## src/rtl/mult_pkg.sv

```systemverilog
// Shared types and sizing helpers for the sequential shift-add multiplier.
// Optional signed/unsigned select is enabled in the top with MULT_SIGNED_SELECT_EN.
package mult_pkg;

  typedef enum logic [1:0] {
    IDLE = 2'd0,
    CALC = 2'd1,
    HOLD = 2'd2
  } state_t;

  // Iteration counter width; must hold WIDTH-1.
  function automatic int unsigned cnt_w(input int unsigned width);
    return (width < 2) ? 1 : $clog2(width);
  endfunction

endpackage

```

## src/rtl/add_sub_n.sv

```systemverilog
// N-bit add/subtract with an extra result bit; operands zero- or sign-extended.
module add_sub_n #(
  parameter int unsigned N = 8
) (
  input  logic [N-1:0] a,
  input  logic [N-1:0] b,
  input  logic         sub,
  input  logic         ext_signed,
  output logic [N:0]   sum
);

  logic [N:0] a_x;
  logic [N:0] b_x;

  assign a_x = {ext_signed & a[N-1], a};
  assign b_x = {ext_signed & b[N-1], b};
  assign sum = sub ? (a_x - b_x) : (a_x + b_x);

endmodule

```

## src/rtl/multiplier_seq_param.sv

```systemverilog
// Sequential shift-add multiplier, product held in A:B for chaining.
// Define MULT_SIGNED_SELECT_EN to add the Signed_Mode port (unsigned mode when 0).
module multiplier_seq_param
  import mult_pkg::*;
#(
  parameter int unsigned WIDTH = 8
) (
  input  logic               Clk,
  input  logic               Reset,
  input  logic               Load_Clear,
  input  logic               Run,
  input  logic [WIDTH-1:0]   Din,
`ifdef MULT_SIGNED_SELECT_EN
  input  logic               Signed_Mode,
`endif
  output logic [WIDTH-1:0]   Aval,
  output logic [WIDTH-1:0]   Bval,
  output logic               Xval,
  output logic [2*WIDTH-1:0] Prod,
  output logic               Busy,
  output logic               Done
);

  localparam int unsigned CNT_W = cnt_w(WIDTH);

  state_t             state_q;
  state_t             state_d;
  logic [WIDTH-1:0]   a_q;
  logic [WIDTH-1:0]   b_q;
  logic [WIDTH-1:0]   s_q;
  logic               x_q;
  logic [CNT_W-1:0]   cnt_q;
  logic               busy_q;
  logic               done_q;
  logic               run_low_q;
  logic               mode_signed;

  logic               run_rise;
  logic               last_iter;
  logic               do_load;
  logic               do_start;
  logic               do_step;
  logic               busy_d;
  logic               done_d;
  logic [WIDTH-1:0]   addend;
  logic               add_sub;
  logic [WIDTH:0]     sum;

  // run_low_q is 0 out of reset, so a Run held through reset must fall before it counts.
  assign run_rise  = Run & run_low_q;
  assign last_iter = (cnt_q == '0);

  always_ff @(posedge Clk) begin
    if (Reset) state_q <= IDLE;
    else       state_q <= state_d;
  end

  always_comb begin
    state_d = state_q;
    unique case (state_q)
      IDLE:    if (!Load_Clear && run_rise) state_d = CALC;
      CALC:    if (last_iter) state_d = HOLD;
      HOLD:    if (!Run) state_d = IDLE;
      default: state_d = IDLE;
    endcase
  end

  always_comb begin
    do_load  = 1'b0;
    do_start = 1'b0;
    do_step  = 1'b0;
    busy_d   = 1'b0;
    done_d   = 1'b0;
    if (state_q == IDLE) begin
      do_load  = Load_Clear;
      do_start = !Load_Clear && run_rise;
    end
    if (state_q == CALC) begin
      do_step = 1'b1;
      done_d  = last_iter;
    end
    busy_d = (state_d == CALC);
  end

`ifdef MULT_SIGNED_SELECT_EN
  always_ff @(posedge Clk) begin
    if (Reset)         mode_signed <= 1'b0;
    else if (do_start) mode_signed <= Signed_Mode;
  end
`else
  assign mode_signed = 1'b1;
`endif

  // Final signed iteration subtracts: the multiplier's top bit carries negative weight.
  assign addend  = b_q[0] ? s_q : '0;
  assign add_sub = b_q[0] & last_iter & mode_signed;

  add_sub_n #(.N(WIDTH)) u_add_sub (
    .a          (a_q),
    .b          (addend),
    .sub        (add_sub),
    .ext_signed (mode_signed),
    .sum        (sum)
  );

  always_ff @(posedge Clk) begin
    if (Reset) begin
      a_q       <= '0;
      b_q       <= '0;
      s_q       <= '0;
      x_q       <= 1'b0;
      cnt_q     <= '0;
      busy_q    <= 1'b0;
      done_q    <= 1'b0;
      run_low_q <= 1'b0;
    end else begin
      run_low_q <= ~Run;
      busy_q    <= busy_d;
      done_q    <= done_d;
      if (do_load) begin
        a_q <= '0;
        x_q <= 1'b0;
        b_q <= Din;
      end else if (do_start) begin
        s_q   <= Din;
        a_q   <= '0;
        x_q   <= 1'b0;
        cnt_q <= CNT_W'(WIDTH - 1);
      end else if (do_step) begin
        x_q <= sum[WIDTH];
        a_q <= {sum[WIDTH], sum[WIDTH-1:1]};
        b_q <= {sum[0], b_q[WIDTH-1:1]};
        if (!last_iter) cnt_q <= cnt_q - CNT_W'(1);
      end
    end
  end

  assign Aval = a_q;
  assign Bval = b_q;
  assign Xval = x_q;
  assign Prod = {a_q, b_q};
  assign Busy = busy_q;
  assign Done = done_q;

endmodule

```

## config.mk

```make
export PLATFORM = sky130hd
export DESIGN_NAME = multiplier_seq_param
export DESIGN_NICKNAME = d
export VERILOG_FILES = /design/src/rtl/mult_pkg.sv /design/src/rtl/add_sub_n.sv /design/src/rtl/multiplier_seq_param.sv
export SDC_FILE = /design/constraint.sdc
export NUM_CORES = 1
export LEC_CHECK = 0
export BUFFER_PORTS_ARGS = -buffer_cell sky130_fd_sc_hd__buf_4
export CORE_ASPECT_RATIO = 0.75
export CORE_MARGIN = 10
export CORE_UTILIZATION = 57
export DETAILED_ROUTE_END_ITERATION = 12
export GPL_TIMING_DRIVEN = 0
export HOLD_SLACK_MARGIN = 0.1
export PLACE_DENSITY = 0.84
export SLEW_MARGIN = 10
export SYNTH_ARGS = -nofsm -noshare
export SYNTH_HDL_FRONTEND = slang
export SYNTH_SLANG_ARGS = --single-unit
export TNS_END_PERCENT = 50
```

## constraint.sdc

```tcl
create_clock -name Clk -period 7.67 [get_ports Clk]
set_input_delay 0.767 -clock Clk [delete_from_list [all_inputs] [get_ports Clk]]
set_output_delay 0.767 -clock Clk [all_outputs]
set_load 0.02 [all_outputs]
```

Word level (Yosys, flattened, before mapping)
Cells that the tools add are included.

Bits in registers: 33. Input port bits: 12. Output and inout bits: 35.

Eq/ne operators: 5. Mux-type cells: 15. Bitwise logic cells: 5. Reduce and logical (&&, ||, !) cells: 11. Add/sub/neg operators: 3.

Operators with widths (count): 2-to-1 mux 8 bit (4); adder 8 x 8 -> 9 bit (1); 2-to-1 mux 3 bit (3); 2-to-1 mux 9 bit (1); subtractor 8 x 8 -> 9 bit (1); 2-to-1 mux 2 bit (3); case mux 2 bit (3 select lines) (1); equality test 2 x 1 -> 1 bit (second input constant) (2); AND reduction 2 bit (2); nonzero test 2 bit (2); zero test 3 bit (1); 2-to-1 mux 1 bit (3); inverter 1 bit (3); AND reduction 3 bit (1); OR reduction 3 bit (1); subtractor 3 x 1 -> 3 bit (second input constant) (1); AND 1 bit (2); equality test 2 bit (second input constant) (1); zero test 2 bit (1); inequality test 2 x 1 -> 1 bit (second input constant) (1); inequality test 2 bit (second input constant) (1); OR reduction 2 bit (1); logical AND 1 bit (1); zero test 1 bit (1).

Depth between registers and ports, before layout
Depth in word-level cells: 6. Gate-level depth with buffers: 16.

By module
A second synthesis with hierarchy kept.

Cell total of the unflattened synthesis: 257. Area total of the unflattened synthesis: 2087.0 µm².

Modules (own cells, without submodules): multiplier_seq_param (cells each 184, instances 1, area an instance 1531.5 µm²); add_sub_n (cells each 73, instances 1, area an instance 555.5 µm²).

Least setup slack after synthesis
Ideal clock, no wire load.

Path type: reg2reg. Start: register b_q[0] (netlist: Bval[0]). End: register a_q[7] (netlist: Aval[7]). Cell stages (with the launch flop): 13. Arrival time: 3.059 ns. Setup slack: 4.540 ns. Data required time: 7.599 ns. Setup time: 0.071 ns. Path buffers: 2. Cells stage by stage: dfxtp_1 > bufbuf_16 > clkbuf_1 > nand2_1 > ha_1 > mux2_2 > fa_1 > nand2b_1 > a21oi_1 > a21oi_1 > xnor2_1 > or3_1 > a21oi_1.

Longest elaborated chain between the ends: 3.

Ends and longest elaborated chain: start: declaration (RTL line multiplier_seq_param.sv:29) `logic [WIDTH-1:0] b_q;`; start signal: assignment (RTL line multiplier_seq_param.sv:123) `b_q <= Din;`; start signal: assignment (RTL line multiplier_seq_param.sv:132) `b_q <= {sum[0], b_q[WIDTH-1:1]};`; 2-to-1 mux 8 bit (RTL line multiplier_seq_param.sv:95) `assign addend = b_q[0] ? s_q : '0;`; adder 8 x 8 -> 9 bit or subtractor 8 x 8 -> 9 bit (tied branches) (RTL line add_sub_n.sv:17) `assign sum = sub ? (a_x - b_x) : (a_x + b_x);`; 2-to-1 mux 9 bit * (RTL line add_sub_n.sv:17); end signal: assignment (RTL line multiplier_seq_param.sv:131) `a_q <= {sum[WIDTH], sum[WIDTH-1:1]};`; end: declaration (RTL line multiplier_seq_param.sv:28) `logic [WIDTH-1:0] a_q;`.

Mark *: on every way between the ends. The rest lies on a longest branch, timed or not. A chain may end at the register's enable or synchronous reset.

Final worst setup path
Ends and elaborated chain as after synthesis.

==> impl_metrics.py <==
metrics = {
    "synth": {
        "synth-seq-area-share": 0.324,
        "post_synth_instance_area_um2": 1980,
        "ys_ff_latch": 32,
        "syn-instance-count": 250,
        "mean_syn_cell_area_um2": 7.90,
        "yosysWarningCount": 0,
        "dominantRegCellSynth": "dfxtp_1",
        "synth_area_leaders": "dfxtp_1 (32%), nand2_1 (9.9%), ha_1 (7.0%)",
        "synth_enable_flop_cells": 0,
        "post_synth_arst_share": 0,
        "synth_area_leader_cell": "dfxtp_1",
        "post-synth-top-area-fraction": 0.324,
        "synth_cell_types": 45,
        "synthesis.nets": 274,
    },
    "worst_setup_path": {
        "slowest_stage": "fa_1",
        "worst-r2r-cell-count": 12,
        "most_frequent_cp_cell": "a21oi_1",
        "max_stage_delay_ps": 410,
        "r2r_slack_ps": 4310,
        "cp-start-kind": "flip-flop",
        "worst_r2r_endpoint": "Aval[7]",
        "crit_start": "Bval[0]",
        "cp.buffers_inverters": 2,
        "crit_fanout": 10,
        "cp.required_ps": 7880,
        "setup.worst_path.end_class": "flip-flop",
        "path_cells": "bufbuf_16 > clkbuf_1 > nand2_1 > ha_1 > mux2_2 > fa_1 > nand2b_1 > a21oi_1 > a21oi_1 > xnor2_1 > or3_1 > a21oi_1",
        "crit_family": "adder cells",
        "r2r_start": "Bval[0]",
        "path_depth": 12,
        "criticalPathCategory": "reg2reg",
        "critical_path_arrival_ps": 3560,
    },
    "route": {
        "routed_via_density": 5.57,
        "postRouteWirelength_um": 5260,
        "route.vias.total": 1910,
        "drt_iter0_drc": 213,
        "route.antenna.remaining_nets": 0,
        "routedWlPerCell_um": 15.3,
        "dr_pass1_iterations": 4,
        "drc": 0,
    },
    "finish": {
        "num-nets-final": 326,
        "layout.cells.non_filler": 343,
        "area_growth_syn_to_layout_pct": 25.3,
        "post_route_cells_drive_above_1_share": 0.271,
        "diodes": 0,
        "finalInstanceArea_um2": 2470,
    },
    "worst_hold_path": {
        "min-delay-start": "cnt_q[0]",
        "hold_end": "cnt_q[0]",
        "hold_critical_path_depth": 1,
        "worst_min_delay_path_class": "reg2reg",
    },
    "grt": {
        "largest_net_degree_at_the_start_of_global_routing": 12,
        "grt_overflow_total": 0,
        "grt_first_pass_wirelength_um": 8830,
        "grt_pass1_vias": 1846,
        "grt.total_usage": 0.171,
        "initial_antenna_violation_count": 0,
    },
    "die": {
        "die_height_um": 71.0,
        "initial_core_util": 0.597,
        "top_level_ports": 47,
        "row_count": 18,
        "core_area_um2": 3310,
        "die_w_um": 88.0,
        "design.die.area_um2": 6250,
    },
    "timing": {
        "timing.final.max_slew_violations": 0,
        "max_slew_margin": 0.657,
        "worst-slew-pin-transition_ps": 515,
        "setup_repair_after_global_routing_missed_its_margin": "false",
        "final_min_period_over_clock_period": 0.437,
        "fmax_mhz": 298,
        "hold_viol": 0,
        "finalClockSkew_ps": 4.98,
        "setup_tns_ps": 0,
        "timing.final.crit_period_ps": 3360,
        "setup_viol": 0,
    },
    "status": {
        "result_of_the_run": "completed",
    },
    "power_and_ir_drop": {
        "cell_pwr_density_nw_per_um2": 166,
        "p_leak_uw": 0.00107,
        "vdd_drop_max_mv": 0.111,
        "post_route_total_power_uw": 412,
    },
    "cts": {
        "clock_sinks": 32,
        "cts_setup_buffers": 0,
        "cts_made_buffers": 5,
        "clock_slew_at_reported_path_ffs_ps": 70,
        "tritoncts": "done",
        "clock_path_buffers": 2,
        "clk_root_buffer_cell": "clkbuf_8",
        "ctsHtreeMaxLevel": 2,
        "cts.hold.buffers_added": 0,
        "post_cts.resized_instances": 0,
        "clkLatencyLatePin_ps": 280,
    },
    "placed_design": {
        "placed_cells_incl_taps": 335,
        "post_dp_cell_area_um2": 2360,
        "detailedPlacementHpwl_um": 4080,
        "place_congestion": 0.902,
        "numPortBuffers": 45,
    },
    "flow_run": {
        "total_of_max_cap_violations": 0,
    },
}
synthesized netlist by cell type, types with 2 or more instances:
library cell  number
a211oi_1           4
a21o_1             3
a21oi_1           22
a311oi_1           7
a32oi_1            2
buf_1              2
buf_4             17
buf_6              3
clkbuf_1           6
dfxtp_1           32
ha_1              11
inv_1              7
nand2_1           52
nand2b_1           3
nand3_1            3
nor2_1            23
nor2b_1            3
nor3_1             8
o21a_1             2
o21ai_0            7
o31ai_1            3
or3_1              2
xnor2_1            4
xor2_1             3
worst register-to-register path, cell delays in order, from the launching register on:
cell       delay (ps)
dfxtp_1           350
bufbuf_16         270
clkbuf_1          320
nand2_1           140
ha_1              280
mux2_2            290
fa_1              410
nand2b_1          190
a21oi_1           300
a21oi_1           140
xnor2_1           150
or3_1             310
a21oi_1           140
registers in the layout, summed over array words and instances (netlist names):
register / cells
Aval: 8
Busy: 1
Bval: 8
Done: 1
cnt_q: 3
run_low_q: 1
s_q: 8
state_q: 2
metal layers:
layer  wire length, µm  GRT usage  part of all wire
met5                 0          0                 0
met4                17     0.0318            0.0032
met3               545     0.0824              0.10
met2              2300      0.250              0.44
met1              2400      0.224              0.46
worst max-delay path by stage:
stage | endpoint
after floorplan | Aval[7]
after global routing | Aval[6]
after detailed placement | Aval[6]
final | Aval[7]
after CTS | Aval[6]
after global placement | Aval[7]
power by group:
part | leakage [µW] | total, µW | switching, µW | internal (µW)
combinational | 0.000752 | 72.8 | 39.0 | 33.8
clock | 0.0000541 | 161 | 65.4 | 96.1
sequential | 0.000261 | 177 | 5.73 | 172
area by class of cell:
cell class	count	area (µm²)
clock inverters	3	42.5
clock buffers	5	68.8
repair buffers	45	338
well taps	40	50.0
flip-flops and latches	32	641
inverters	7	26.3
fillers	277	836
multi-input cells	182	1080
plain buffers	29	224
through the flow:
step           utilization  hold slack (ps)  worst slack [ps]
3_5_place_dp         0.714              471              4320
5_1_grt              0.748              527              4000
4_1_cts              0.748              481              4310
2_1_floorplan            -              443              4540
6_report             0.748              482              4310
3_3_place_gp         0.714              463              4420
cell usage in the layout (no fill, tap or decap), types with 2 or more instances in the layout:
| cell type | netlist | final |
|---|---|---|
| buf_4 | 17 | 62 |
| nand2_1 | 52 | 52 |
| dfxtp_1 | 32 | 32 |
| nor2_1 | 23 | 23 |
| a21oi_1 | 22 | 22 |
| ha_1 | 11 | 11 |
| nor3_1 | 8 | 8 |
| inv_1 | 7 | 7 |
| o21ai_0 | 7 | 7 |
| a311oi_1 | 7 | 7 |
| clkbuf_1 | 6 | 6 |
| clkbuf_8 | 0 | 5 |
| xnor2_1 | 4 | 4 |
| a211oi_1 | 4 | 4 |
| nor2b_1 | 3 | 3 |
| xor2_1 | 3 | 3 |
| o31ai_1 | 3 | 3 |
| nand2b_1 | 3 | 3 |
| buf_6 | 3 | 3 |
| a21o_1 | 3 | 3 |
| nand3_1 | 3 | 3 |
| a32oi_1 | 2 | 2 |
| buf_1 | 2 | 2 |
| o21a_1 | 2 | 2 |
| or3_1 | 2 | 2 |
cell families (layout without fill, tap and decap cells):
kind of cell             after synthesis  in the layout  synth area share
AND/OR/NAND/NOR                      104            104             0.238
AO/OA/AOI/OAI                         57             57             0.190
buffers and inverters                 36             89             0.127
flip-flops                            32             32             0.324
adder cells (fa/ha/maj)               12             12            0.0798
XOR/XNOR                               7              7            0.0310
multiplexers                           2              2            0.0108
Note: power is estimated with default switching activity, not from simulation.
